`config.mk`:
```
export PLATFORM = sky130hd
export DESIGN_NAME = clause_setup_loader
export DESIGN_NICKNAME = d
export VERILOG_FILES = /design/src/rtl/clause_setup_loader_pkg.sv /design/src/rtl/clause_setup_loader_decoder.sv /design/src/rtl/clause_setup_loader.sv
export SDC_FILE = /design/constraint.sdc
export NUM_CORES = 1
export LEC_CHECK = 0
export BUFFER_PORTS_ARGS = -buffer_cell sky130_fd_sc_hd__clkbuf_2
export CAP_MARGIN = 20
export CORE_MARGIN = 2
export CORE_UTILIZATION = 40
export CTS_CLUSTER_DIAMETER = 200
export DETAILED_ROUTE_END_ITERATION = 12
export PLACE_DENSITY = 0.68
export SYNTH_ARGS = -nofsm -noshare
export SYNTH_HDL_FRONTEND = slang
export SYNTH_SLANG_ARGS = --single-unit
export TNS_END_PERCENT = 1
```
`constraint.sdc`:
```
create_clock -name in_clk -period 2.7 [get_ports in_clk]
set_clock_uncertainty 0.05 [all_clocks]
set_input_delay 0.135 -clock in_clk [delete_from_list [all_inputs] [get_ports in_clk]]
set_output_delay 0.135 -clock in_clk [all_outputs]
set_load 0.1 [all_outputs]
```
`src/rtl/clause_setup_loader_pkg.sv`:
```
// Shared definitions for the clause-setup loader.
// Holds the FSM state encoding, default parameter values, derived
// coefficient-bus width helpers and the default clause count.
// Optional build macro: CLAUSE_LOADER_ZERO_FILL_EN adds the FILL state.
package clause_setup_loader_pkg;

  localparam int unsigned DEF_WIC = 4;  // bits per integer coefficient
  localparam int unsigned DEF_WBC = 2;  // bits per boolean coefficient
  localparam int unsigned DEF_I   = 1;  // log2 integer variables
  localparam int unsigned DEF_B   = 1;  // log2 boolean variables
  localparam int unsigned DEF_C   = 2;  // log2 clauses

  // Integer bus carries one coefficient per integer variable plus the bias.
  function automatic int unsigned int_coef_width(input int unsigned wic, input int unsigned iw);
    return ((32'd1 << iw) + 32'd1) * wic;
  endfunction

  function automatic int unsigned bool_coef_width(input int unsigned wbc, input int unsigned bw);
    return wbc * (32'd1 << bw);
  endfunction

  localparam int unsigned INT_COEF_W        = int_coef_width(DEF_WIC, DEF_I);
  localparam int unsigned BOOL_COEF_W       = bool_coef_width(DEF_WBC, DEF_B);
  localparam int unsigned NUMBER_OF_CLAUSES = 32'd1 << DEF_C;

  typedef enum logic [1:0] {
    ST_IDLE   = 2'd0,
    ST_ACCEPT = 2'd1,
    ST_WRITE  = 2'd2
`ifdef CLAUSE_LOADER_ZERO_FILL_EN
    ,
    ST_FILL   = 2'd3
`endif
  } state_e;

endpackage

```
`src/rtl/clause_setup_loader_decoder.sv`:
```
// clause_index_decoder: binary index to one-hot decoder, gated by enable.
// Ports:
//   en_i     - when low the output is all zero
//   idx_i    - binary slot index
//   onehot_c - combinational one-hot of idx_i (2^IDX_W bits)
module clause_index_decoder #(
  parameter int unsigned IDX_W = 2
) (
  input  logic               en_i,
  input  logic [IDX_W-1:0]   idx_i,
  output logic [2**IDX_W-1:0] onehot_c
);

  always_comb begin
    onehot_c = '0;
    if (en_i) onehot_c[idx_i] = 1'b1;
  end

endmodule

```
`src/rtl/clause_setup_loader.sv`:
```
// clause_setup_loader: turns a valid/ready stream of clause records into
// one-cycle clause writes (index, one-hot write enable, coefficients),
// builds the loaded-clause mask and flags completion / slot overflow.
// Ports:
//   in_clk, in_reset                   - clock, async active-high reset
//   in_start                           - begin a load (ignored while busy)
//   in_clause_valid/out_clause_ready   - record handshake
//   in_clause_last                     - final record of the formula
//   in_clause_coefficients_*           - record payload
//   out_clause_index, out_clauses_write_enable, out_clause_coefficients_*
//                                      - clause write port (registered)
//   out_clauses_enable                 - mask of loaded clauses
//   out_busy, out_done, out_error      - status
// Optional build macro: CLAUSE_LOADER_ZERO_FILL_EN zero-fills unused slots
// after a short formula.
module clause_setup_loader
  import clause_setup_loader_pkg::*;
#(
  parameter int unsigned MAXIMUM_BIT_WIDTH_OF_INTEGER_COEFFICIENT    = DEF_WIC,
  parameter int unsigned MAXIMUM_BIT_WIDTH_OF_BOOLEAN_COEFFICIENT    = DEF_WBC,
  parameter int unsigned MAXIMUM_BIT_WIDTH_OF_INTEGER_VARIABLE_INDEX = DEF_I,
  parameter int unsigned MAXIMUM_BIT_WIDTH_OF_BOOLEAN_VARIABLE_INDEX = DEF_B,
  parameter int unsigned MAXIMUM_BIT_WIDTH_OF_CLAUSES_INDEX          = DEF_C,
  localparam int unsigned IW = int_coef_width(MAXIMUM_BIT_WIDTH_OF_INTEGER_COEFFICIENT,
                                              MAXIMUM_BIT_WIDTH_OF_INTEGER_VARIABLE_INDEX),
  localparam int unsigned BW = bool_coef_width(MAXIMUM_BIT_WIDTH_OF_BOOLEAN_COEFFICIENT,
                                               MAXIMUM_BIT_WIDTH_OF_BOOLEAN_VARIABLE_INDEX),
  localparam int unsigned CW = MAXIMUM_BIT_WIDTH_OF_CLAUSES_INDEX,
  localparam int unsigned NC = 2 ** CW
) (
  input  logic          in_clk,
  input  logic          in_reset,
  input  logic          in_start,
  input  logic          in_clause_valid,
  output logic          out_clause_ready,
  input  logic          in_clause_last,
  input  logic [IW-1:0] in_clause_coefficients_integer,
  input  logic [BW-1:0] in_clause_coefficients_boolean,
  output logic [CW-1:0] out_clause_index,
  output logic [NC-1:0] out_clauses_write_enable,
  output logic [IW-1:0] out_clause_coefficients_integer,
  output logic [BW-1:0] out_clause_coefficients_boolean,
  output logic [NC-1:0] out_clauses_enable,
  output logic          out_busy,
  output logic          out_done,
  output logic          out_error
);

  state_e        state_q, state_d;
  logic [CW-1:0] cnt_q, cnt_d, cnt_nxt;
  logic          last_q, last_d;
  logic [IW-1:0] ci_q, ci_d;
  logic [BW-1:0] cb_q, cb_d;
  logic [CW-1:0] idx_q, idx_d;
  logic [NC-1:0] we_q, we_d;
  logic [NC-1:0] mask_q, mask_d;
  logic          busy_q, busy_d;
  logic          done_q, done_d;
  logic          error_q, error_d;
  logic          ready_q, ready_d;
  logic          dec_en;
  logic [CW-1:0] dec_idx;

  assign cnt_nxt = cnt_q + CW'(1);

  // Write-enable for the cycle after the current one.
  clause_index_decoder #(.IDX_W(CW)) u_dec (
    .en_i     (dec_en),
    .idx_i    (dec_idx),
    .onehot_c (we_d)
  );

  // Next-state and next-output logic.
  always_comb begin
    state_d = state_q;
    cnt_d   = cnt_q;
    last_d  = last_q;
    ci_d    = ci_q;
    cb_d    = cb_q;
    idx_d   = idx_q;
    mask_d  = mask_q;
    done_d  = done_q;
    error_d = error_q;
    dec_en  = 1'b0;
    dec_idx = cnt_q;

    unique case (state_q)
      ST_IDLE: begin
        if (in_start) begin
          state_d = ST_ACCEPT;
          cnt_d   = '0;
          mask_d  = '0;
          done_d  = 1'b0;
          error_d = 1'b0;
        end
      end
      ST_ACCEPT: begin
        if (in_clause_valid && ready_q) begin
          state_d = ST_WRITE;
          ci_d    = in_clause_coefficients_integer;
          cb_d    = in_clause_coefficients_boolean;
          last_d  = in_clause_last;
          idx_d   = cnt_q;
          dec_en  = 1'b1;
        end
      end
      ST_WRITE: begin
        mask_d[cnt_q] = 1'b1;
        if (last_q) begin
`ifdef CLAUSE_LOADER_ZERO_FILL_EN
          if (!(&cnt_q)) begin
            state_d = ST_FILL;
            cnt_d   = cnt_nxt;
            idx_d   = cnt_nxt;
            dec_idx = cnt_nxt;
            dec_en  = 1'b1;
            ci_d    = '0;
            cb_d    = '0;
          end else begin
            state_d = ST_IDLE;
            done_d  = 1'b1;
          end
`else
          state_d = ST_IDLE;
          done_d  = 1'b1;
`endif
        end else if (&cnt_q) begin
          // More records than slots: stop without wrapping the counter.
          state_d = ST_IDLE;
          done_d  = 1'b1;
          error_d = 1'b1;
        end else begin
          state_d = ST_ACCEPT;
          cnt_d   = cnt_nxt;
        end
      end
`ifdef CLAUSE_LOADER_ZERO_FILL_EN
      ST_FILL: begin
        // Filled slots are written but left out of the enable mask.
        if (&cnt_q) begin
          state_d = ST_IDLE;
          done_d  = 1'b1;
        end else begin
          cnt_d   = cnt_nxt;
          idx_d   = cnt_nxt;
          dec_idx = cnt_nxt;
          dec_en  = 1'b1;
        end
      end
`endif
      default: state_d = ST_IDLE;
    endcase

    busy_d  = (state_d != ST_IDLE);
    ready_d = (state_d == ST_ACCEPT);
  end

  // State and output registers.
  always_ff @(posedge in_clk or posedge in_reset) begin
    if (in_reset) begin
      state_q <= ST_IDLE;
      cnt_q   <= '0;
      last_q  <= 1'b0;
      ci_q    <= '0;
      cb_q    <= '0;
      idx_q   <= '0;
      we_q    <= '0;
      mask_q  <= '0;
      busy_q  <= 1'b0;
      done_q  <= 1'b0;
      error_q <= 1'b0;
      ready_q <= 1'b0;
    end else begin
      state_q <= state_d;
      cnt_q   <= cnt_d;
      last_q  <= last_d;
      ci_q    <= ci_d;
      cb_q    <= cb_d;
      idx_q   <= idx_d;
      we_q    <= we_d;
      mask_q  <= mask_d;
      busy_q  <= busy_d;
      done_q  <= done_d;
      error_q <= error_d;
      ready_q <= ready_d;
    end
  end

  assign out_clause_ready                = ready_q;
  assign out_clause_index                = idx_q;
  assign out_clauses_write_enable        = we_q;
  assign out_clause_coefficients_integer = ci_q;
  assign out_clause_coefficients_boolean = cb_q;
  assign out_clauses_enable              = mask_q;
  assign out_busy                        = busy_q;
  assign out_done                        = done_q;
  assign out_error                       = error_q;

endmodule

```
### Word-level counts from Yosys, hierarchy flattened

Index checks and enable logic that the tools add are counted.
W data, S select, Z words.

| word-level totals | value |
|---|---|
| register bits | 35 |
| bits in latches | 0 |
| bits in writable memories | 0 |
| ROM bits | 0 |
| input port bits | 21 |
| memories kept | 0 |

| cells by class | value |
|---|---|
| add/sub/neg operators | 1 |
| multiply operators | 0 |
| div/mod/pow operators | 0 |
| order comparisons | 2 |
| equal/unequal tests | 8 |
| shift-type cells | 0 |
| muxes and demuxes | 22 |
| bitwise gates (word level) | 1 |
| reduce and logical (&&, ||, !) cells | 11 |

Operator list:

| operator | count |
|---|---|
| $mux W2 | 5 |
| $mux W1 | 9 |
| $mux W4 | 2 |
| $ne A2 B2 Y1 const B | 4 |
| $pmux W4 S2 | 1 |
| $reduce_and A4 Y1 | 2 |
| $pmux W2 S3 | 1 |
| $reduce_and A2 Y1 | 3 |
| $eq A2 B1 Y1 const B | 2 |
| $or A4 B4 Y4 | 1 |
| $pmux W1 S2 | 2 |
| $pmux W2 S2 | 1 |
| $reduce_bool A2 Y1 | 2 |
| $lt A2 B3 Y1 const B | 1 |
| $ne A3 B3 Y1 const B | 1 |
| $reduce_and A3 Y1 | 1 |
| $add A2 B1 Y2 const B | 1 |
| $demux W1 S2 | 1 |
| $eq A2 B2 Y1 const B | 1 |
| $ge A2 B1 Y1 const B | 1 |
| $logic_and A1 B1 Y1 | 2 |
| $logic_not A2 Y1 | 1 |

### Depth between registers and ports, before layout

| logic depth | value |
|---|---|
| word-level depth | 6 |
| gate-level depth with buffers | 5 |
| depth with buffers taken out | 4 |

### Cells and area by module

Synthesis repeated with hierarchy kept, for this count alone.

| unflattened totals | value |
|---|---|
| cells, all modules | 109 |
| area, all modules | 1,441.4 µm² |

Modules (own cells, without submodules):

| module | instances | cells an instance | area an instance (µm²) | seq. area each (µm²) |
|---|---|---|---|---|
| clause_setup_loader | 1 | 105 | 1,403.8 | 875.8 |
| clause_index_decoder | 1 | 4 | 37.5 | 0.0 |

### Worst setup path before layout

Ideal clock, no wire load.

| path | value |
|---|---|
| path type | reg-to-reg |
| start point | register ready_q (netlist: out_clause_ready) |
| end point | register cb_q[3] (netlist: out_clause_coefficients_boolean[3]) |
| library setup time | 0.126 ns |
| arrival | 1.847 ns |
| data required time | 2.524 ns |
| path slack | 0.676 ns |
| cell stages (with the launch flop) | 6 |
| path buffers | 1 |
| path through | dfrtp_1 -> and3_4 -> nand2b_4 -> inv_4 -> buf_12 -> mux2_4 |

| between the ends | value |
|---|---|
| cells in the longest elaborated chain, start to end | 2 |

Ends and longest elaborated chain:

| what | line | RTL |
|---|---|---|
| start, declared | clause_setup_loader.sv:60 | `logic ready_q, ready_d;` |
| start signal, assigned | clause_setup_loader.sv:185 | `ready_q <= ready_d;` |
| $logic_and A1 B1 Y1 | clause_setup_loader.sv:98 | `if (in_clause_valid && ready_q) begin` |
| $reduce_and A2 Y1 (no line) | - |  |
| end signal, assigned | clause_setup_loader.sv:165 | `cb_q <= '0;` |
| end signal, assigned | clause_setup_loader.sv:178 | `cb_q <= cb_d;` |
| end, declared | clause_setup_loader.sv:53 | `logic [BW-1:0] cb_q, cb_d;` |

Every way passes these cells.
A chain may end at the register's enable or synchronous reset.

### Worst setup path in the final report

| path | value |
|---|---|
| start point | register cnt_q[0] |
| end point | register cnt_q[1] |

| between the ends | value |
|---|---|
| cells in the longest elaborated chain, start to end | 4 |
| elaborated cells on any way between the ends | 7 |

Ends and longest elaborated chain:

| what | line | RTL |
|---|---|---|
| start, declared | clause_setup_loader.sv:50 | `logic [CW-1:0] cnt_q, cnt_d, cnt_nxt;` |
| start signal, assigned | clause_setup_loader.sv:175 | `cnt_q <= cnt_d;` |
| $add A2 B1 Y2 | clause_setup_loader.sv:64 | `assign cnt_nxt = cnt_q + CW'(1);` |
| $mux W2 | clause_setup_loader.sv:127 | `end else if (&cnt_q) begin` |
| $mux W2 | clause_setup_loader.sv:109 | `if (last_q) begin` |
| $pmux W2 S2 | clause_setup_loader.sv:87 | `unique case (state_q)` |

Several ways; a longest one is shown, not always the timed one. The select of a mux whose other input is x is not followed.

==> impl_metrics.env <==
export IMPL_fin_nets=185
export IMPL_initial_utilization_pct=40.77
export IMPL_cpPeakStageDelay_ps=540
export IMPL_ff2ff_path_depth=4
export IMPL_post_drt_wl_per_cell_microns=13.37
export IMPL_worst_pin_slew_ps=890.6
export IMPL_cts_tree="built"
export IMPL_die_w_microns=64.63
export IMPL_drtIter0Drc=32
export IMPL_yosys_register_bits=35
export IMPL_post_cts_buffers=0
export IMPL_cts_hold_buffers=0
export IMPL_worstSetupStartpoint="cnt_q[0]"
export IMPL_grt_pass1_vias=976
export IMPL_numCtsBuffers=5
export IMPL_cts_resized=0
export IMPL_layout_drive_gt1_share_pct=49.07
export IMPL_cp_arrival_ps=1710
export IMPL_grt_pass1_wl_mm=4.519
export IMPL_track_usage_pct=14.48
export IMPL_final_common_cell="clkbuf_2"
export IMPL_end_kind="register"
export IMPL_cp_required_ps=2810
export IMPL_path_cells="ha_1, or4b_4, o21ai_2, o22ai_1"
export IMPL_cts_root_buf="clkbuf_8"
export IMPL_rsz0062_at_grt="no"
export IMPL_routed_via_density=4.708
export IMPL_min_period_ps=1599
export IMPL_netlist_instances=105
export IMPL_setup_violations=0
export IMPL_clkSlewWorstSetupHoldPaths_ps=70
export IMPL_rows=22
export IMPL_die_h_microns=64.63
export IMPL_synth_fp_nets=130
export IMPL_yosysWarnings=0
export IMPL_numPortBuffers=50
export IMPL_max_slew_margin_pct=40.56
export IMPL_grt_max_degree=26
export IMPL_min_path_type="input pin to asynchronous set/reset pin"
export IMPL_syn_area_per_cell_sq_um=14.00
export IMPL_timing_rr_start="cnt_q[0]"
export IMPL_final_max_slew_viol_count=0
export IMPL_slowest_stage="or4b_4"
export IMPL_drv_cap=0
export IMPL_insertion_delay_ps=280
export IMPL_failed_checks="negative hold slack"
export IMPL_setup_tns_ps=0
export IMPL_max_freq_mhz=625.6
export IMPL_htree_num_levels=2
export IMPL_syn_area_sq_um=1470
export IMPL_fin_hold_ws_ps=-31.65
export IMPL_path_class="register to register"
export IMPL_finalHoldViolCount=24
export IMPL_fin_crit_sh_pct=59.20
export IMPL_antenna_found_initial=0
export IMPL_core_sq_um=3606
export IMPL_ios=51
export IMPL_vias=984
export IMPL_gr_total_overflow=0
export IMPL_seq_area_frac_synth_pct=59.57
export IMPL_drc=0
export IMPL_final_cell_mix="50 x clkbuf_2, 35 x dfrtp_1, 15 x mux2_4"
export IMPL_gp_congestion=0.8285
export IMPL_ant_nets=0
export IMPL_area_growth_pct=24.51
export IMPL_cp_start_kind="register"
export IMPL_diodes=0
export IMPL_synth_cell_types=23
export IMPL_clock_sinks=35
export IMPL_dp_final_hpwl_mm=2.050
export IMPL_drt_first_pass_iters=4
export IMPL_status="finished with violations"
export IMPL_synth_edf_count=0
export IMPL_clk_path_buf_depth=2
export IMPL_async_flop_share_pct=100.0
export IMPL_ys_flop_type="dfrtp_1"
export IMPL_cp_max_fo=6
export IMPL_dieArea_sq_um=4176
export IMPL_routed_wl_mm=2.795
[worst max-delay path: cells and delay by family, from the launching register on]
family | cells | cell delay, ps
AO/OA/AOI/OAI | 2 | 180
adder cells (fa/ha/maj) | 1 | 270
AND/OR/NAND/NOR | 1 | 540
flip-flops | 1 | 430
[cell type report]
type                       count  area, sq um
fill                         346         1775
sequential                    35        875.8
multi-input combinational     60        526.8
timing repair buffer          51        257.7
clock buffer                   7        76.32
tap                           48        60.06
inverter                       7        28.78
clock inverter                 1        5.005
[worst paths after layout]
path                                                  endpoint  slack, ps
max                                                   cnt_q[1]       1100
min                         out_clause_coefficients_boolean[2]        -30
max reg2reg                                           cnt_q[1]       1100
min reg2reg                out_clause_coefficients_integer[11]        460
max in group asynchronous   out_clause_coefficients_boolean[1]       1950
min in group in_clk                                     last_q         30
[logic make-up (layout without fill, tap and decap cells)]
family / after synthesis / in the layout / synth area share [%]
flops: 35 / 35 / 59.57
compound gates: 22 / 22 / 8.000
mux: 18 / 18 / 17.53
simple gates: 16 / 16 / 6.892
buf+inv: 10 / 66 / 4.595
fa+ha+maj: 4 / 4 / 3.404
[per-layer routing]
metal	track usage, %	vias to the layer above	routed length (microns)
li1	-	467	-
met1	16.69	489	1233
met2	23.96	24	1402
met3	5.208	4	118
met4	6.915	0	41
met5	0	-	0
[registers in the layout (all words and copies together), names as in the netlist]
register                         flops
out_done                             1
out_clause_ready                     1
out_clauses_enable                   4
out_clause_coefficients_integer     12
cnt_q                                2
out_clauses_write_enable             4
out_busy                             1
last_q                               1
out_clause_index                     2
state_q                              2
out_error                            1
out_clause_coefficients_boolean      4
[per-stage QoR]
| stage | std cells | hold WS [ps] | instance area (sq um) | setup slack, ps | utilization [%] |
|---|---|---|---|---|---|
| 2_1_floorplan | 105 | 233.1 | 1470 | 676.5 | - |
| 3_3_place_gp | 201 | 298.4 | 1749 | 1165 | 48.51 |
| 3_5_place_dp | 201 | 307.3 | 1749 | 1107 | 48.51 |
| 4_1_cts | 209 | 1.769 | 1831 | 1098 | 50.76 |
| 5_1_grt | 209 | 17.39 | 1831 | 1028 | 50.76 |
| 6_report | 209 | -31.65 | 1831 | 1102 | 50.76 |
[synth_stat cells (2+ instances only)]
cell      n  area, sq um
and2_1    4        25.02
inv_1     6        22.52
dfrtp_1  35        875.8
ha_1      4        50.05
a21oi_1  12        60.06
mux2_2    2        22.52
mux2_4   15        225.2
nor2_1    6        22.52
o21ai_0   7        35.03
Power is left out: the tool's default activity adds up to more than one toggle a clock period on the data nets, which glitch-free logic cannot reach.
